### src/rtl/multicycle_ctrl.sv
// Multicycle LEGv8 sequencer: steps each instruction through FETCH/DECODE/EXEC/MEM/WB,
// drives datapath strobes, guards memory waits with a timeout and counts retirements.
//
// state  | meaning
// FETCH  | read instruction at PC, load IR on mem_ready
// DECODE | classify opcode, select immediate format
// EXEC   | ALU operation, PC update, branch resolution
// MEM    | data access at ALU address (LDUR/STUR)
// WB     | register file write
// HALT   | illegal opcode or memory timeout; held until reset
module multicycle_ctrl #(
  parameter int MEM_TIMEOUT = 16,
  parameter int CNT_W       = 32
) (
  input  logic              CLK,
  input  logic              resetl,
  input  logic [10:0]       opcode,
  input  logic              zero,
  input  logic              mem_ready,
  output logic [2:0]        state,
  output logic              mem_req,
  output logic              mem_we,
  output logic              iord,
  output logic              ir_write,
  output logic              pc_write,
  output logic              pc_src,
  output logic              reg2loc,
  output logic              alusrc,
  output logic              mem2reg,
  output logic              regwrite,
  output logic [3:0]        aluctrl,
  output logic [2:0]        signop,
  output logic              illegal,
  output logic              fault,
  output logic [CNT_W-1:0]  retired
);

  typedef enum logic [2:0] {
    ST_FETCH  = 3'd0,
    ST_DECODE = 3'd1,
    ST_EXEC   = 3'd2,
    ST_MEM    = 3'd3,
    ST_WB     = 3'd4,
    ST_HALT   = 3'd7
  } state_t;

  typedef enum logic [3:0] {
    C_LDUR, C_STUR, C_ADD, C_SUB, C_AND, C_ORR, C_CBZ, C_B, C_MOVZ, C_ILL
  } cls_t;

  localparam logic [3:0] ALU_AND   = 4'b0000;
  localparam logic [3:0] ALU_ORR   = 4'b0001;
  localparam logic [3:0] ALU_ADD   = 4'b0010;
  localparam logic [3:0] ALU_SUB   = 4'b0110;
  localparam logic [3:0] ALU_PASSB = 4'b0111;

  localparam logic [2:0] SG_I  = 3'b000;
  localparam logic [2:0] SG_D  = 3'b001;
  localparam logic [2:0] SG_B  = 3'b010;
  localparam logic [2:0] SG_CB = 3'b011;
  localparam logic [2:0] SG_IW = 3'b100;

  localparam int WAIT_W = (MEM_TIMEOUT > 1) ? $clog2(MEM_TIMEOUT) : 1;
  localparam logic [WAIT_W-1:0] WAIT_LAST = WAIT_W'(MEM_TIMEOUT - 1);

  state_t            cur, nxt;
  cls_t              cls;
  logic [WAIT_W-1:0] wait_cnt, wait_nxt;
  logic              set_illegal, set_fault, retire;
  logic              r2l_dec, src_exec, alu_held;
  logic [2:0]        sig_dec;
  logic [3:0]        alu_exec;

  always_comb begin
    cls = C_ILL;
    casez (opcode)
      11'b11111000010: cls = C_LDUR;
      11'b11111000000: cls = C_STUR;
      11'b10001011000: cls = C_ADD;
      11'b11001011000: cls = C_SUB;
      11'b10001010000: cls = C_AND;
      11'b10101010000: cls = C_ORR;
      11'b10110100???: cls = C_CBZ;
      11'b000101?????: cls = C_B;
      11'b110100101??: cls = C_MOVZ;
      default:         cls = C_ILL;
    endcase
  end

  // Per-class controls shared by DECODE, EXEC and WB.
  always_comb begin
    r2l_dec  = (cls == C_STUR) || (cls == C_CBZ);
    src_exec = (cls == C_LDUR) || (cls == C_STUR) || (cls == C_MOVZ);
    alu_held = (cls == C_ADD) || (cls == C_SUB) || (cls == C_AND) ||
               (cls == C_ORR) || (cls == C_MOVZ);
    case (cls)
      C_LDUR, C_STUR: sig_dec = SG_D;
      C_B:            sig_dec = SG_B;
      C_CBZ:          sig_dec = SG_CB;
      C_MOVZ:         sig_dec = SG_IW;
      default:        sig_dec = SG_I;
    endcase
    case (cls)
      C_LDUR, C_STUR, C_ADD: alu_exec = ALU_ADD;
      C_SUB:                 alu_exec = ALU_SUB;
      C_ORR:                 alu_exec = ALU_ORR;
      C_CBZ, C_MOVZ:         alu_exec = ALU_PASSB;
      default:               alu_exec = ALU_AND;
    endcase
  end

  always_ff @(posedge CLK) begin
    if (resetl) begin
      cur      <= ST_FETCH;
      wait_cnt <= '0;
      illegal  <= 1'b0;
      fault    <= 1'b0;
      retired  <= '0;
    end else begin
      cur      <= nxt;
      wait_cnt <= wait_nxt;
      if (set_illegal) illegal <= 1'b1;
      if (set_fault)   fault   <= 1'b1;
      if (retire)      retired <= retired + CNT_W'(1);
    end
  end

  always_comb begin
    nxt         = cur;
    wait_nxt    = '0;
    set_illegal = 1'b0;
    set_fault   = 1'b0;
    retire      = 1'b0;
    mem_req     = 1'b0;
    mem_we      = 1'b0;
    iord        = 1'b0;
    ir_write    = 1'b0;
    pc_write    = 1'b0;
    pc_src      = 1'b0;
    reg2loc     = 1'b0;
    alusrc      = 1'b0;
    mem2reg     = 1'b0;
    regwrite    = 1'b0;
    aluctrl     = ALU_AND;
    signop      = SG_I;
    case (cur)
      ST_FETCH: begin
        mem_req = 1'b1;
        if (mem_ready) begin
          ir_write = 1'b1;
          nxt      = ST_DECODE;
        end else if (wait_cnt == WAIT_LAST) begin
          set_fault = 1'b1;
          nxt       = ST_HALT;
        end else begin
          wait_nxt = wait_cnt + 1'b1;
        end
      end
      ST_DECODE: begin
        reg2loc = r2l_dec;
        signop  = sig_dec;
        if (cls == C_ILL) begin
          set_illegal = 1'b1;
          nxt         = ST_HALT;
        end else begin
          nxt = ST_EXEC;
        end
      end
      ST_EXEC: begin
        aluctrl  = alu_exec;
        alusrc   = src_exec;
        reg2loc  = r2l_dec;
        signop   = sig_dec;
        pc_write = 1'b1;
        pc_src   = (cls == C_B) || ((cls == C_CBZ) && zero);
        case (cls)
          C_LDUR, C_STUR: nxt = ST_MEM;
          C_B, C_CBZ: begin
            nxt    = ST_FETCH;
            retire = 1'b1;
          end
          default: nxt = ST_WB;
        endcase
      end
      ST_MEM: begin
        mem_req = 1'b1;
        iord    = 1'b1;
        mem_we  = (cls == C_STUR);
        aluctrl = ALU_ADD;
        alusrc  = 1'b1;
        signop  = SG_D;
        reg2loc = (cls == C_STUR);
        if (mem_ready) begin
          if (cls == C_STUR) begin
            nxt    = ST_FETCH;
            retire = 1'b1;
          end else begin
            nxt = ST_WB;
          end
        end else if (wait_cnt == WAIT_LAST) begin
          set_fault = 1'b1;
          nxt       = ST_HALT;
        end else begin
          wait_nxt = wait_cnt + 1'b1;
        end
      end
      ST_WB: begin
        regwrite = 1'b1;
        mem2reg  = (cls == C_LDUR);
        if (alu_held) begin
          aluctrl = alu_exec;
          alusrc  = src_exec;
        end
        nxt    = ST_FETCH;
        retire = 1'b1;
      end
      ST_HALT: nxt = ST_HALT;
      default: nxt = ST_FETCH;
    endcase
  end

  assign state = cur;

endmodule

### config.mk
export PLATFORM = sky130hd
export DESIGN_NAME = multicycle_ctrl
export DESIGN_NICKNAME = d
export VERILOG_FILES = /design/src/rtl/multicycle_ctrl.sv
export SDC_FILE = /design/constraint.sdc
export NUM_CORES = 1
export LEC_CHECK = 0
export BUFFER_PORTS_ARGS = -buffer_cell sky130_fd_sc_hd__buf_4
export CORE_AREA = 2 2 86 67
export CTS_CLUSTER_DIAMETER = 100
export CTS_CLUSTER_SIZE = 8
export DETAILED_ROUTE_END_ITERATION = 6
export DIE_AREA = 0 0 88 69
export GPL_ROUTABILITY_DRIVEN = 1
export PLACE_DENSITY = 0.7
export SYNTH_ARGS = -nofsm -noshare
export SYNTH_HDL_FRONTEND = slang
export SYNTH_SLANG_ARGS = --single-unit
### constraint.sdc
create_clock -name CLK -period 1.9 [get_ports CLK]
set_input_delay 0 -clock CLK [delete_from_list [all_inputs] [get_ports CLK]]
set_output_delay 0 -clock CLK [all_outputs]
set_load 0.005 [all_outputs]
==> impl_metrics.toml, run 1 <==
[run_status]
run_status = "finished, violations left"
violations = "negative setup slack"

[synthesis]
yosys-top-cells-area = "dfxtp_1 (35%), a21oi_1 (7.4%), or3_1 (5.0%)"
avgSynthCellArea_um2 = 7.71
ys_ff_latch = 41
dominantRegCellSynth = "dfxtp_1"
synthDominantAreaCellType = "dfxtp_1"
synth.cell_area_mm2 = 0.00238
post_synth_edffs = 0
netlist.area_leader.share = 0.345
syn-instance-count = 308
synth-seq-area-share = 0.345
synthesis.nets = 325
ys.warnings.count = 0
async_reset_ff_frac = 0
netlist_top_cells_count = "dfxtp_1 (41), a21oi_1 (35), nor2_1 (29)"
post-synth-top-count-cell = "dfxtp_1"
yosysUniqueCellTypes = 47

[worst_hold_path]
min_delay_path_depth = 4
min-delay-start = "mem_ready"
hold_path_class = "in -> reg"

[power]
p_leak_nw = 1.43
p_seq_frac = 0.407
p_int_mw = 1.63
switching_share = 0.317
power-per-cell-area_mw_per_mm2 = 666
power_frac_clock = 0.245
p_comb_frac = 0.348
power_switching_mw = 0.757
finalPower_mw = 2.39
max_rail_drop_vdd_uv = 632

[finish]
antennaDiodeCount = 0
postLayoutCoreUtil = 0.690
area_growth_pct = 51.2
nNetsFinal = 443
final_design_area_no_fill_mm2 = 0.00359
regArea_um2 = 827
post_route_cells_drive_above_1_share = 0.363
multi_input_logic_area_mm2 = 0.00155
n_fill_cell = 444

[worst_setup_path]
cp_data_required_time_ns = 2.13
reg2reg_depth = 7
worst_r2r_startpoint = "state[2]$_SDFF_PP0_"
timing.critical_path.cells = "nand4b_1 > nor4_4 > buf_4 > o311ai_4 > buf_12 > or4_4 > a21oi_2"
critPathArrivalTime_ns = 2.22
cell_family_with_most_cp_delay = "simple AND/OR/NAND/NOR gates"
critPathCaptureType = "register"
path_buf_inv = 2
cpPeakStageDelay_ns = 0.53
cp_num_cells = 7
timing.critical_path.from_type = "register"
cp-startpoint = "state[2]$_SDFF_PP0_"
timing_worst_setup_path_type = "reg -> reg"
path_max_fanout = 8
slowest_stage = "or4_4"

[grt]
initial_antenna_violation_count = 0
grt_pass1_wl_um = 11700
grt_pass1_vias = 2473
grt_max_degree = 35
grt_use_total = 0.240
globalRouteOverflowTotal = 0

[sta]
worst_slew_margin_rel = 0.601
final-setup-viol-count = 11
period_needed_ns = 2.00
achievable-frequency_ghz = 0.501
worst_slew_pin_slew_ns = 0.597
finalMaxSlewViolations = 0
timing.hold.ws_ns = 0.116
setup_slack_of_the_critical_path_after_layout_ns = -0.0972
rsz0062_at_grt = "true"
hold_violations = 0
clock-skew-final_ns = 0.0113
layout_worst_path_cycle_share = 1.05

[place]
gp_routability_congestion = 0.995
detailedPlace.worstSlack_ns = -0.214
dpl_cell_area_mm2 = 0.00333
io_buffers = 67
place.detailed.hpwl_um = 5440

[clocking]
htree_num_levels = 2
cts.clk_slew.worst_paths_ns = 0.08
clock_sink_count = 41
cts_tree = "yes"
cts.root.buffer_cell = "clkbuf_8"
numCtsBuffers = 5
clk_lat_worst_skew_ns = 0.29
cts_hold_buf = 0
ctsLongestPathBuffers = 2

[floorplanning]
die_area_mm2 = 0.00607
die-height_um = 69
pin_count = 69
floorplan.core_area_mm2 = 0.00521
fp-row-count = 23
die-width_um = 88
starting_density_of_the_core = 0.456

[detailed_routing]
viasPerCell = 5.55
drt_wl_total_um = 7200
drt_drc_violations_left = 0
routed_wire_length_per_instance_um = 14.3
initialDrtViolationCount = 288
firstDrtPassIters = 5
detailroute.via_count = 2785
final_antenna_net_count = 0

[flow_run]
drv_cap = 0
[worst paths after layout]
path	to	slack (ns)
worst max-delay path	retired[26]$_SDFFE_PP0P_	-0.1
worst min-delay path	wait_cnt[1]$_SDFF_PP0_	0.12
worst max register to register	retired[26]$_SDFFE_PP0P_	-0.1
worst min register to register	wait_cnt[0]$_SDFF_PP0_	0.45
[state kept, by name, summed over array words and instances (netlist names)]
signal	count
retired	32
wait_cnt	4
state	3
fault	1
illegal	1
[power by group through the flow]
stage | Combinational, mW | Clock [mW] | Sequential [mW]
floorplan | 0.375 | 0 | 0.970
global placement | 0.748 | 0 | 0.978
detailed placement | 0.756 | 0 | 0.978
CTS | 0.822 | 0.605 | 0.972
global route | 0.912 | 0.649 | 0.980
finish | 0.832 | 0.585 | 0.974
[through the flow]
step	cells	TNS, ns
after floorplan	308	-0.0203
final	502	-0.317
after global routing	502	-1.79
after detailed placement	487	-2.37
after global placement	487	-1.65
after CTS	500	-0.0265
[cells by family after synthesis]
group,count (synthesis),synth area share
compound gates,89,0.229
xor+xnor,7,0.0258
mux,1,0.00421
flops,41,0.345
simple gates,142,0.342
fa+ha+maj,2,0.0105
other cells,1,0.00158
buf+inv,25,0.0416
[cell type report]
cell class	count	share of cell area
Multi-Input combinational cell	242	0.430
Timing Repair Buffer	126	0.276
Sequential cell	41	0.230
Tap cell	75	0.0261
Clock buffer	6	0.0230
Inverter	10	0.0104
Clock inverter	2	0.00383
[per-layer routing]
layer	GRT usage	share of wire	wire length [µm]	up-vias
met1	0.353	0.48	3460	1292
met3	0.0826	0.078	565	8
met4	0.0427	0.0029	21	0
met5	0.0364	0	0	-
li1	-	-	-	1389
met2	0.339	0.44	3150	96
[worst reg2reg max path, stage by stage (launching register included)]
cell	delay [ns]
dfxtp_4	0.36
nand4b_1	0.28
nor4_4	0.18
buf_4	0.18
o311ai_4	0.10
buf_12	0.17
or4_4	0.53
a21oi_2	0.14
[layout by cell type, fill, tap and decap left out, types with 3 or more instances in the layout]
master / netlist / routed
a21oi_1: 35 / 33
and2_1: 4 / 4
buf_4: 1 / 122
clkbuf_8: 0 / 6
dfxtp_1: 41 / 38
inv_1: 10 / 10
nand2_1: 18 / 18
nand3_1: 17 / 17
nand4_1: 6 / 6
nor2_1: 29 / 28
nor3_1: 10 / 9
nor3b_1: 6 / 5
nor4_1: 5 / 5
nor4b_1: 4 / 4
o211ai_1: 3 / 3
o21a_1: 7 / 7
o21ai_0: 19 / 18
o31ai_1: 13 / 11
or3_1: 19 / 18
or4_1: 9 / 7
xnor2_1: 4 / 4
xor2_1: 3 / 3
[repair_timing]
| action | in CTS | in global routing |
|---|---|---|
| buffers inserted | 4 | 2 |
| setup endpoints to repair | 15 | 26 |
| hold endpoints to repair | 0 | 0 |
| pin swaps | 2 | 11 |
| resized for setup | 9 | 13 |
| gates cloned | 1 | 0 |
(Power assumes the default switching activity.)
==> run 2: changes to the inputs <==
--- a/config.mk
+++ b/config.mk
@@ -6,13 +6,13 @@
 export NUM_CORES = 1
 export LEC_CHECK = 0
 export BUFFER_PORTS_ARGS = -buffer_cell sky130_fd_sc_hd__buf_4
-export CORE_AREA = 2 2 86 67
+export CORE_AREA = 5 5 109 86
 export CTS_CLUSTER_DIAMETER = 100
 export CTS_CLUSTER_SIZE = 8
 export DETAILED_ROUTE_END_ITERATION = 6
-export DIE_AREA = 0 0 88 69
+export DIE_AREA = 0 0 114 91
 export GPL_ROUTABILITY_DRIVEN = 1
-export PLACE_DENSITY = 0.7
+export PLACE_DENSITY = 0.48
 export SYNTH_ARGS = -nofsm -noshare
 export SYNTH_HDL_FRONTEND = slang
 export SYNTH_SLANG_ARGS = --single-unit
==> impl_metrics.toml, run 2 (synthesis gave the netlist of run 1 again) <==
[sta]
setup_slack_of_the_critical_path_after_layout_ns = 0.0284
rsz0062_at_grt = "true"
period_needed_ns = 1.87
achievable-frequency_ghz = 0.534
finalMaxSlewViolations = 0
timing.hold.ws_ns = 0.105
final-setup-viol-count = 0
finalSetupTns_ns = 0
clock-skew-final_ns = 0.0114
hold_violations = 0
layout_worst_path_cycle_share = 0.985

[finish]
regMostFlops = "retired"
antennaDiodeCount = 0
post_route_cells_drive_above_1_share = 0.373
flip_flop_count_of_the_largest_register_all_copies_and_words_added = 32
layout.cells.most_common_list = "buf_4 (136), dfxtp_1 (38), a21oi_1 (34)"
final_common_cell = "buf_4"
final_design_area_no_fill_mm2 = 0.00369
layoutNonFillerInstCount = 548
postLayoutCoreUtil = 0.452
nNetsFinal = 457
area_growth_pct = 55.2

[place]
place.detailed.hpwl_um = 6040
gp_routability_congestion = 0.867
detailedPlace.worstSlack_ns = -0.160
placed_cells = 537
io_buffers = 67
dpl_cell_area_mm2 = 0.00350

[floorplanning]
fp-row-count = 29
pin_count = 69
starting_density_of_the_core = 0.291
die_area_mm2 = 0.0104
die-height_um = 91
floorplan.core_area_mm2 = 0.00816
die-width_um = 114

[worst_setup_path]
path_max_fanout = 17
worst_r2r_startpoint = "state[2]$_SDFF_PP0_"
cp_data_required_time_ns = 2.12
critPathCaptureType = "register"
timing_worst_setup_path_type = "reg -> reg"
cp-startpoint = "state[2]$_SDFF_PP0_"
timing.critical_path.from_type = "register"
critPathArrivalTime_ns = 2.09

[power]
p_leak_nw = 1.48
max_rail_drop_vdd_uv = 308
finalPower_mw = 2.32
power-per-cell-area_mw_per_mm2 = 628

[detailed_routing]
drt_drc_violations_left = 0
drt_wl_total_um = 7740
viasPerCell = 5.01
final_antenna_net_count = 0
initialDrtViolationCount = 198
detailroute.via_count = 2745
routed_wire_length_per_instance_um = 14.1
firstDrtPassIters = 5

[grt]
globalRouteOverflowTotal = 0
grt_pass1_vias = 2495
grt_use_total = 0.146
grt_pass1_wl_um = 12600
grt_max_degree = 35
initial_antenna_violation_count = 0

[clocking]
ctsLongestPathBuffers = 2
htree_num_levels = 2
clk_lat_worst_skew_ns = 0.29
cts_hold_buf = 0
cts_tree = "yes"
numCtsBuffers = 5
clock_sink_count = 41
cts.clk_slew.worst_paths_ns = 0.08
cts.root.buffer_cell = "clkbuf_8"

[run_status]
run_status = "finished clean"

[worst_hold_path]
hold_path_class = "in -> reg"
min-delay-start = "mem_ready"

[flow_run]
drv_cap = 0
==> run 2: changes by cell type in the layout (fill, tap and decap cells not counted), sizes merged <==
| cell | before | now |
|---|---|---|
| clkinvlp | 0 | 1 |
| clkbuf | 7 | 6 |
| clkinv | 2 | 0 |
| buf | 125 | 140 |
==> run 2: what timing repair did <==
item / 4_1_cts / 5_1_grt
setup buffers: 2 / 2
resized for setup: 0 / 17
endpoints found under the hold margin: 0 / 0
setup endpoints to repair: 4 / 24
pin swaps: 1 / 7
gates cloned: 0 / 0
==> run 2: cell type report <==
cell class / instances / area (µm²)
sequential: 41 / 830
timing repair buffer: 140 / 1070
multi-input combinational: 242 / 1520
tap: 108 / 135
fill: 843 / 4480
clock inverter: 1 / 7.51
inverter: 10 / 37.5
clock buffer: 6 / 82.6
==> run 2: final timing paths <==
check	endpoint	slack, ns	depth (start not counted)
setup / recovery	retired[27]$_SDFFE_PP0P_	0.03	6
hold / removal	state[1]$_SDFF_PP0_	0.10	4
setup reg to reg	retired[27]$_SDFFE_PP0P_	0.03	6
hold reg to reg	wait_cnt[0]$_SDFF_PP0_	0.46	1
==> run 2: critical path: stages, from the launching register on <==
cell and delay (ns):
dfxtp_4 0.37, nand4b_1 0.23, nor4_4 0.21, o311ai_2 0.16, buf_12 0.18, or4_1 0.49
a21oi_1 0.16
==> run 2: power by group <==
group	switching, mW	total, mW	internal (mW)
clock	0.299	0.587	0.288
sequential	0.0549	0.975	0.920
combinational	0.384	0.754	0.371
==> run 2: layer usage <==
layer / global-route usage / vias to the layer above / share of wire
met5: 0 / - / 0
met4: 0.0178 / 0 / 0.0032
met2: 0.211 / 64 / 0.44
met3: 0.0279 / 2 / 0.050
met1: 0.230 / 1264 / 0.51
li1: - / 1415 / -
